$ cat src/rtl/invaders_pkg.sv
// Shared constants and types for the invaders playfield blocks.
package invaders_pkg;

  localparam int ALIEN_W  = 30;
  localparam int ALIEN_H  = 20;
  localparam int PITCH_X  = 40;
  localparam int PITCH_Y  = 30;
  localparam int PLAYER_W = 30;
  localparam int BULLET_W = 4;
  localparam int BULLET_H = 8;

  typedef enum logic [1:0] {
    IDLE,
    MOVE,
    SCAN
  } state_t;

endpackage

$ cat src/rtl/grid_hit_locator.sv
// Maps a bullet position onto the alien grid: reports whether the bullet's
// centre point lies inside an alien body and, if so, which cell it is.
module grid_hit_locator
  import invaders_pkg::*;
#(
  parameter int GRID_ROWS = 5,
  parameter int GRID_COLS = 10,
  parameter int IDX_W     = $clog2(GRID_ROWS * GRID_COLS)
) (
  input  logic [8:0]       row,
  input  logic [9:0]       col,
  input  logic [8:0]       origin_row,
  input  logic [9:0]       origin_col,
  output logic             in_cell,
  output logic [IDX_W-1:0] cell_index
);

  logic [10:0] x;
  logic [10:0] y;
  int unsigned xu;
  int unsigned yu;
  int unsigned cx;
  int unsigned cy;

  // Offset of the bullet centre from the grid origin; bit 10 is the sign.
  always_comb begin
    x  = {1'b0, col} + 11'(BULLET_W / 2) - {1'b0, origin_col};
    y  = {2'b00, row} + 11'(BULLET_H / 2) - {2'b00, origin_row};
    xu = 32'(x[9:0]);
    yu = 32'(y[9:0]);
    cx = xu / PITCH_X;
    cy = yu / PITCH_Y;
    in_cell = !x[10] && !y[10]
           && (xu < GRID_COLS * PITCH_X) && (yu < GRID_ROWS * PITCH_Y)
           && ((xu % PITCH_X) < ALIEN_W) && ((yu % PITCH_Y) < ALIEN_H);
    cell_index = IDX_W'(cy * GRID_COLS + cx);
  end

endmodule

$ cat src/rtl/bullet_pool.sv
// Player bullet pool: up to NUM_SLOTS bullets, moved once per Tick and then
// tested against the alien grid one slot per clock.
// Optional feature: define BULLET_POOL_PIERCE_EN to let each bullet clear
// up to two aliens before it is retired.
module bullet_pool
  import invaders_pkg::*;
#(
  parameter int NUM_SLOTS = 4,
  parameter int GRID_ROWS = 5,
  parameter int GRID_COLS = 10,
  parameter int SPEED     = 20,
  parameter int COOLDOWN  = 8
) (
  input  logic                                  Clk,
  input  logic                                  Reset_n,
  input  logic                                  Tick,
  input  logic                                  Fire,
  input  logic [8:0]                            Player_Row,
  input  logic [9:0]                            Player_Col,
  input  logic [8:0]                            Aliens_Row,
  input  logic [9:0]                            Aliens_Col,
  output logic [NUM_SLOTS-1:0]                  Bullet_Active,
  output logic [9*NUM_SLOTS-1:0]                Bullet_Row,
  output logic [10*NUM_SLOTS-1:0]               Bullet_Col,
  output logic [GRID_ROWS*GRID_COLS-1:0]        Aliens_Grid,
  output logic                                  Aliens_Defeated,
  output logic                                  Fire_Ack,
  output logic                                  Collision,
  output logic [$clog2(GRID_ROWS*GRID_COLS)-1:0] Hit_Index
);

  localparam int CELLS  = GRID_ROWS * GRID_COLS;
  localparam int IDX_W  = $clog2(CELLS);
  localparam int SLOT_W = (NUM_SLOTS > 1) ? $clog2(NUM_SLOTS) : 1;
  localparam int CD_W   = (COOLDOWN > 0) ? $clog2(COOLDOWN + 1) : 1;

  state_t              state;
  state_t              next_state;
  logic [SLOT_W-1:0]   scan_idx;
  logic [SLOT_W-1:0]   next_scan_idx;
  logic [NUM_SLOTS-1:0] active;
  logic [8:0]          slot_row [NUM_SLOTS];
  logic [9:0]          slot_col [NUM_SLOTS];
  logic [CELLS-1:0]    grid;
  logic [CD_W-1:0]     cooldown;
  logic                defeated;
  logic                reload;
  logic                fire_go;
  logic                free_found;
  logic [SLOT_W-1:0]   free_idx;
  logic                in_cell;
  logic [IDX_W-1:0]    cell_index;
  logic                scan_hit;
`ifdef BULLET_POOL_PIERCE_EN
  logic [NUM_SLOTS-1:0] pierced;
`endif

  assign defeated = (grid == '0);

  // Lowest-index free slot; the descending loop lets lower indices win.
  always_comb begin
    // NOTE: every comb output gets a default first so no latch is inferred.
    free_found = 1'b0;
    free_idx   = '0;
    for (int i = NUM_SLOTS - 1; i >= 0; i--) begin
      if (!active[i]) begin
        free_found = 1'b1;
        free_idx   = SLOT_W'(i);
      end
    end
  end

  // One shared locator, fed by whichever slot is currently being scanned.
  grid_hit_locator #(
    .GRID_ROWS (GRID_ROWS),
    .GRID_COLS (GRID_COLS),
    .IDX_W     (IDX_W)
  ) u_locator (
    .row        (slot_row[scan_idx]),
    .col        (slot_col[scan_idx]),
    .origin_row (Aliens_Row),
    .origin_col (Aliens_Col),
    .in_cell    (in_cell),
    .cell_index (cell_index)
  );

  assign scan_hit = (state == SCAN) && active[scan_idx] && in_cell && grid[cell_index];

  // Frame sequencer next-state logic; Tick beats Fire in the same IDLE cycle.
  always_comb begin
    next_state    = state;
    next_scan_idx = scan_idx;
    reload        = 1'b0;
    fire_go       = 1'b0;
    case (state)
      IDLE: begin
        if (Tick) begin
          if (defeated) reload = 1'b1;
          else          next_state = MOVE;
        end else if (Fire && (cooldown == '0) && free_found) begin
          fire_go = 1'b1;
        end
      end
      MOVE: begin
        next_state    = SCAN;
        next_scan_idx = '0;
      end
      SCAN: begin
        if (scan_idx == SLOT_W'(NUM_SLOTS - 1)) next_state = IDLE;
        else                                    next_scan_idx = scan_idx + SLOT_W'(1);
      end
      default: next_state = IDLE;
    endcase
  end

  // Frame sequencer state register.
  always_ff @(posedge Clk) begin
    // NOTE: sequential state uses non-blocking assignments so every register
    // samples pre-edge values regardless of block evaluation order.
    if (!Reset_n) begin
      state    <= IDLE;
      scan_idx <= '0;
    end else begin
      state    <= next_state;
      scan_idx <= next_scan_idx;
    end
  end

  // Slot, grid, cooldown and pulse registers.
  always_ff @(posedge Clk) begin
    if (!Reset_n) begin
      active    <= '0;
      // NOTE: the slot arrays are tiny and their reset values are visible
      // on the outputs, so they are reset explicitly rather than left as RAM.
      for (int i = 0; i < NUM_SLOTS; i++) begin
        slot_row[i] <= '0;
        slot_col[i] <= '0;
      end
      grid      <= '1;
      cooldown  <= '0;
      Fire_Ack  <= 1'b0;
      Collision <= 1'b0;
      Hit_Index <= '0;
`ifdef BULLET_POOL_PIERCE_EN
      pierced   <= '0;
`endif
    end else begin
      Fire_Ack  <= fire_go;
      Collision <= 1'b0;

      if (Tick && (cooldown != '0)) cooldown <= cooldown - CD_W'(1);

      if (reload) begin
        grid   <= '1;
        active <= '0;
      end

      if (fire_go) begin
        active[free_idx]   <= 1'b1;
        slot_row[free_idx] <= Player_Row;
        slot_col[free_idx] <= Player_Col + 10'(PLAYER_W / 2);
        cooldown           <= CD_W'(COOLDOWN);
`ifdef BULLET_POOL_PIERCE_EN
        pierced[free_idx]  <= 1'b0;
`endif
      end

      if (state == MOVE) begin
        for (int i = 0; i < NUM_SLOTS; i++) begin
          if (active[i]) begin
            if (slot_row[i] < 9'(SPEED)) active[i]   <= 1'b0;
            else                         slot_row[i] <= slot_row[i] - 9'(SPEED);
          end
        end
      end

      if (scan_hit) begin
        grid[cell_index] <= 1'b0;
        Collision        <= 1'b1;
        Hit_Index        <= cell_index;
`ifdef BULLET_POOL_PIERCE_EN
        if (pierced[scan_idx]) active[scan_idx]  <= 1'b0;
        else                   pierced[scan_idx] <= 1'b1;
`else
        active[scan_idx] <= 1'b0;
`endif
      end
    end
  end

  assign Bullet_Active   = active;
  assign Aliens_Grid     = grid;
  assign Aliens_Defeated = defeated;

  for (genvar i = 0; i < NUM_SLOTS; i++) begin : g_flat
    assign Bullet_Row[9*i +: 9]   = slot_row[i];
    assign Bullet_Col[10*i +: 10] = slot_col[i];
  end

endmodule

$ cat config.mk
export PLATFORM = sky130hd
export DESIGN_NAME = bullet_pool
export DESIGN_NICKNAME = d
export VERILOG_FILES = /design/src/rtl/invaders_pkg.sv /design/src/rtl/grid_hit_locator.sv /design/src/rtl/bullet_pool.sv
export SDC_FILE = /design/constraint.sdc
export NUM_CORES = 1
export LEC_CHECK = 0
export BUFFER_PORTS_ARGS = -buffer_cell sky130_fd_sc_hd__buf_4
export CAP_MARGIN = 20
export CORE_ASPECT_RATIO = 2
export CORE_UTILIZATION = 63
export CTS_BUF_LIST = sky130_fd_sc_hd__clkbuf_4 sky130_fd_sc_hd__clkbuf_8
export CTS_CLUSTER_SIZE = 12
export DETAILED_ROUTE_END_ITERATION = 16
export PLACE_DENSITY = 0.89
export SKIP_CTS_REPAIR_TIMING = 1
export SYNTH_ARGS = -nofsm -noshare
export SYNTH_HDL_FRONTEND = slang
export SYNTH_SLANG_ARGS = --single-unit
$ cat constraint.sdc
create_clock -name Clk -period 24.6 [get_ports Clk]
set_clock_uncertainty 0.1 [all_clocks]
set_input_delay 6.15 -clock Clk [delete_from_list [all_inputs] [get_ports Clk]]
set_output_delay 6.15 -clock Clk [all_outputs]
set_load 0.05 [all_outputs]
**Word level (Yosys, flattened, before mapping)**

Memory sizes are Yosys's and may differ from the RTL's. A register that Yosys moved wholly into a read port is not among the register bits.
Cells that the tools add are included.

- Bits in writable memories: 76
- Word-level logic and storage cells: 174
- Input bits: 42
- Flip-flop bits (word level): 70
- Memories kept: 2

- Bitwise operators: 10
- Order comparisons: 14
- Reductions and logical operators: 27
- Divide/modulo/power cells: 4
- $mul: 1
- $add $sub $neg: 12
- Multiplexer cells: 88
- Equal/unequal tests: 7

Memory list:

| memory | words | width | read ports | clocked after Yosys merged registers in | wr ports | line | source |
|---|---|---|---|---|---|---|---|
| slot_col | 4 | 10 | 5 | 1 | 4 | bullet_pool.sv:43 | `logic [9:0] slot_col [NUM_SLOTS];` |
| slot_row | 4 | 9 | 5 | 1 | 4 | bullet_pool.sv:42 | `logic [8:0] slot_row [NUM_SLOTS];` |

Operators with widths:

| cell | number |
|---|---|
| $mux 50 | 3 |
| $lt 32x5->1 const B | 2 |
| $and 50x50->50 | 1 |
| $logic_not 50->1 | 1 |
| $mux 1 | 50 |
| $not 50->50 | 1 |
| $mux 9 | 5 |
| $lt 9x5->1 const B | 4 |
| $sub 9x5->9 const B | 4 |
| $div 10x5->32 const B | 1 |
| $div 10x6->32 const B | 1 |
| $mod 10x5->32 const B | 1 |
| $mod 10x6->32 const B | 1 |
| $mul 32x3->5 const B | 1 |
| $mux 4 | 8 |
| $mux 2 | 14 |
| $logic_and 1x1->1 | 14 |
| $add 10x2->11 const B | 1 |
| $sub 11x10->11 | 1 |
| $sub 11x9->11 | 1 |
| $add 10x4->10 const B | 1 |
| $add 9x3->10 const B | 1 |
| $lt 10x8->1 const B | 1 |
| $lt 10x9->1 const B | 1 |
| 33 further kinds | 44 |

**Longest topological paths before layout**

- Word-level depth: 16
- Depth in mapped cells: 35
- Depth with buffers taken out: 31

**Modules after synthesis**

A second synthesis with hierarchy kept.

- Cells, all modules: 1073
- Area total of the unflattened synthesis: 10246.1 um2

Modules (own cells, without submodules):

| module | area an instance (um2) | cells an instance | times used | sequential area each (um2) |
|---|---|---|---|---|
| bullet_pool | 7467.2 | 690 | 1 | 3723.6 |
| grid_hit_locator | 2778.9 | 383 | 1 | 0.0 |

**Worst setup path before layout**

OpenSTA, ideal clock, no wires.

- Kind: input port to flip-flop
- Start: input Aliens_Col[1]
- End: register active[2], in the netlist Bullet_Active[2]
- Arrival time: 13.089 ns
- Stages on the path: 29
- Setup time: 0.096 ns
- Path slack: 11.315 ns
- Cell sequence: ha_1 -> inv_1 -> ha_1 -> fa_1 -> a211oi_2 -> o21ai_2 -> and4b_1 -> or3_1 -> buf_2 -> ha_1 -> nor2b_1 -> and4_1 -> a311oi_1 -> a211oi_1 -> o32ai_1 -> mux2i_1 -> o221a_1 -> or2_1 -> buf_2 -> ha_1 -> clkbuf_1 -> clkbuf_1 -> mux4_2 -> o22ai_1 -> nor3_1 -> o32ai_1 -> a2111oi_4 -> buf_6 -> a221oi_1

- Elaborated cells between the ends (all ways): 17
- Those cells by class: 2 x add/sub; 2 x div; 2 x order compare; 3 x mux; 8 x reduce/logical

RTL lines:

| item | line | source |
|---|---|---|
| from (decl) | bullet_pool.sv:21 | `input logic [9:0] Aliens_Col,` |
| $sub 11x10->11 | grid_hit_locator.sv:27 | `x = {1'b0, col} + 11'(BULLET_W / 2) - {1'b0, origin_col};` |
| $div 10x6->32 | grid_hit_locator.sv:31 | `cx = xu / PITCH_X;` |
| $add 6x6->6 | grid_hit_locator.sv:36 | `cell_index = IDX_W'(cy * GRID_COLS + cx);` |
| named net cell_index[1] | bullet_pool.sv:52 | `logic [IDX_W-1:0] cell_index;` |
| $bmux 1 s6 | bullet_pool.sv:87 | `assign scan_hit = (state == SCAN) && active[scan_idx] && in_cell && grid[cell_index];` |
| $mux 1 (implied by the code) | bullet_pool.sv:87 |  |
| $logic_and 1x1->1 | bullet_pool.sv:87 |  |
| $mux 4 | bullet_pool.sv:177 | `if (scan_hit) begin` |
| to (signal assigned) | bullet_pool.sv:132 | `active <= '0;` |
| to (signal, indexed assignment) | bullet_pool.sv:171 | `if (slot_row[i] < 9'(SPEED)) active[i] <= 1'b0;` |
| to (signal, indexed assignment) | bullet_pool.sv:185 | `active[scan_idx] <= 1'b0;` |
| to (decl) | bullet_pool.sv:41 | `logic [NUM_SLOTS-1:0] active;` |

The timed path passes the listed nets, and every way through them passes these cells. The select of a mux whose other input is x is not followed.
A chain may end at the register's enable or synchronous reset.

**Worst setup path after layout**

- Start: input Aliens_Col[1]
- End: register active[1], in the netlist Bullet_Active[1]

Same word-level chain as after synthesis.

==> results.md <==
- Ant diodes: 0
- Clk buf depth: 2
- Number of global-route vias before repair: 9776
- Period minus WS final: 14.12 ns
- Mapped Cells: 1111
- Die Width: 91.4 um
- Fin. max-slew vios: 0
- Crit path setup slack, layout: 10.48 ns
- First-pass GRT wire length: 51200 um
- CTS tree: done
- HP Start: Hit_Index[2]
- Clk root buf: clkbuf_8
- Num rows: 65
- Critical path arrival: 14.34 ns
- Ys flop type: edfxtp_1
- Worst R2R Path Depth: 29
- Peak Freq: 70.8 MHz
- I/O Buffers: 180
- Critical path class: primary input to flop
- Crit share post-route: 0.574
- Relative slew margins: 0.331
- Design Area, Final: 11900 um^2
- Asr flop ratio synth: 0
- Fin nets: 1359
- Hold endpoint: Hit_Index[2]
- Area Growth Syn to Fin: 18.5%
- Ratio of cells with drive above 1 in the final layout: 0.216
- Leading cell type in the layout, fill and taps excluded: buf_4
- Worst-path clk slew: 0.09 ns
- Boundary Pins: 181
- Post-layout util: 0.761
- Critical-path top delay cell: fa_1
- Syn Nets: 1204
- WL/cell: 22.1 um
- Area contributors post-synth: edfxtp_1 23%, dfxtp_1 14%, mux4_2 7.2%
- RSZ-0062 raised after global routing: false
- Maxcap violations: 0
- DP Wirelength: 24600 um
- Antenna violation net count after detailed routing: 0
- Unique masters post-synth: 80
- Area leader, netlist: edfxtp_1
- Gp weighted congestion: 0.988
- Tightest Hold Check Type: flop to flop
- Worst Tran Pin Value: 0.996 ns
- TNS Setup: 0 ns
- Clock Sinks: 148
- Vias per cell: 6.66
- Synthesized area: 10100 um^2
- CTS Buf Count: 17
- Fillers: 1083
- Htree depth: 4
- Ys Warns: 0
- CP Data Required Time: 24.82 ns
- Status: completed
- Largest net degree at the start of global routing: 61
- First-pass DRT Iterations: 7
- Yosys top cell area share: 0.227
- Grt ovf: 0
- Worst slack at placement: 10.19 ns
- Antenna violations before repair: 0
- CP startpoint kind: primary input
- Avg Cell Area, Syn: 9.07 um^2
- Hold depth: 2
- Number of flops mapped to enable cells by yosys: 76
- Core ar.: 15700 um^2
- CP Max Fanout: 60
- Hold Vio Cnt, Final: 0
- Post-DP Area: 11500 um^2
- Yosys reg bits: 148
- Register-to-register setup slack: 15.05 ns
- WL final: 32700 um
- Seq/Total Area, Yosys: 0.370
- R2R Path End: Bullet_Active[1]
- Die Ht: 181 um
- Die area: 16500 um^2
- Clk_lat worst skew: 0.47 ns
- Initial DRC Count: 907
- Initial Util: 0.642
- Crit path capture type: flop
- # setup viols final: 0
- Vias post-DR: 9861
- Commonest non-fill, non-tap cells in the layout: 187 x buf_4, 144 x nor2_1, 118 x nand2_1, 76 x edfxtp_1, 72 x dfxtp_1
- GRT Util Overall: 0.403
- Most used cell, CP: ha_1
- DRC Markers: 0
- Worst path max stage delay: 0.78 ns
-- cell families (layout without fill, tap and decap cells) --
group / count (synthesis) / in the layout / synth area share
adder cells (fa/ha/maj): 54 / 54 / 0.0686
XOR/XNOR: 65 / 65 / 0.0594
buffers and inverters: 106 / 274 / 0.0428
AND/OR/NAND/NOR: 425 / 425 / 0.194
flip-flops: 148 / 148 / 0.370
multiplexers: 49 / 49 / 0.0888
AO/OA/AOI/OAI: 264 / 264 / 0.176
-- stage by stage --
step / hold WS, ns / std cells
final: 0.366 / 1480
after detailed placement: 0.360 / 1448
after CTS: 0.371 / 1480
after global routing: 0.384 / 1480
after global placement: 0.351 / 1447
after floorplan: 0.378 / 1111
-- per-layer routing --
layer	global-route usage	wire length (um)	vias up
li1	-	-	4407
met1	0.391	10300	4581
met2	0.745	17600	670
met3	0.0657	2310	203
met4	0.302	2570	0
met5	0	0	-
-- critical path, delay by kind of cell --
family / cells / cell delay, ns
AOI/OAI and AO/OA: 10 / 2.51
adders and majority gates: 6 / 2.33
buffers and inverters: 3 / 0.72
muxes: 1 / 0.14
and+or+nand+nor: 7 / 2.42
-- cells in the mapped netlist, types with 4 or more instances --
master,count
mux2i_1,14
o22ai_1,9
ha_1,48
or2_2,5
and2_1,15
clkbuf_1,33
or3_1,12
nor4_1,22
nand2_1,118
a221oi_1,5
a31oi_1,55
o31ai_1,6
nand3_1,23
inv_1,53
nand2b_1,16
a31o_2,4
nand4_1,12
a211oi_1,10
a21oi_1,38
o21a_1,9
o221ai_1,4
nor2_1,144
mux4_2,32
dfxtp_1,72
nor3_1,29
nor2b_1,11
o21ai_0,54
xnor2_1,35
o21ai_1,9
buf_2,11
xor2_1,27
o211ai_1,6
a21o_1,11
and3_1,5
edfxtp_1,76
-- worst max path at each step --
stage,from,endpoint,slack [ns]
2_1_floorplan,Aliens_Col[1],Bullet_Active[2],11.32
3_3_place_gp,Aliens_Col[1],Bullet_Active[1],10.45
3_5_place_dp,Aliens_Col[1],Aliens_Grid[24],10.19
4_1_cts,Aliens_Col[1],Bullet_Active[1],10.67
5_1_grt,Aliens_Col[1],Bullet_Active[1],10.03
6_report,Aliens_Col[1],Bullet_Active[1],10.48
-- state kept, by name (all words and copies together) (netlist names), named ones only --
register       count
Bullet_Active      4
slot_col          40
Hit_Index          6
Aliens_Grid       50
cooldown           4
Fire_Ack           1
scan_idx           2
Collision          1
slot_row          36
state              2
-- layout make-up --
cell class	instances	area, um^2	area share
well taps	201	251	0.0211
repair buffers	188	1420	0.119
clock inverters	13	166	0.0139
flip-flops and latches	148	3720	0.312
inverters	54	203	0.0170
clock buffers	19	262	0.0219
multi-input cells	857	5920	0.496
Power is not shown: default switching activity piles up to over one toggle a cycle in this logic, so the estimate is an artifact.
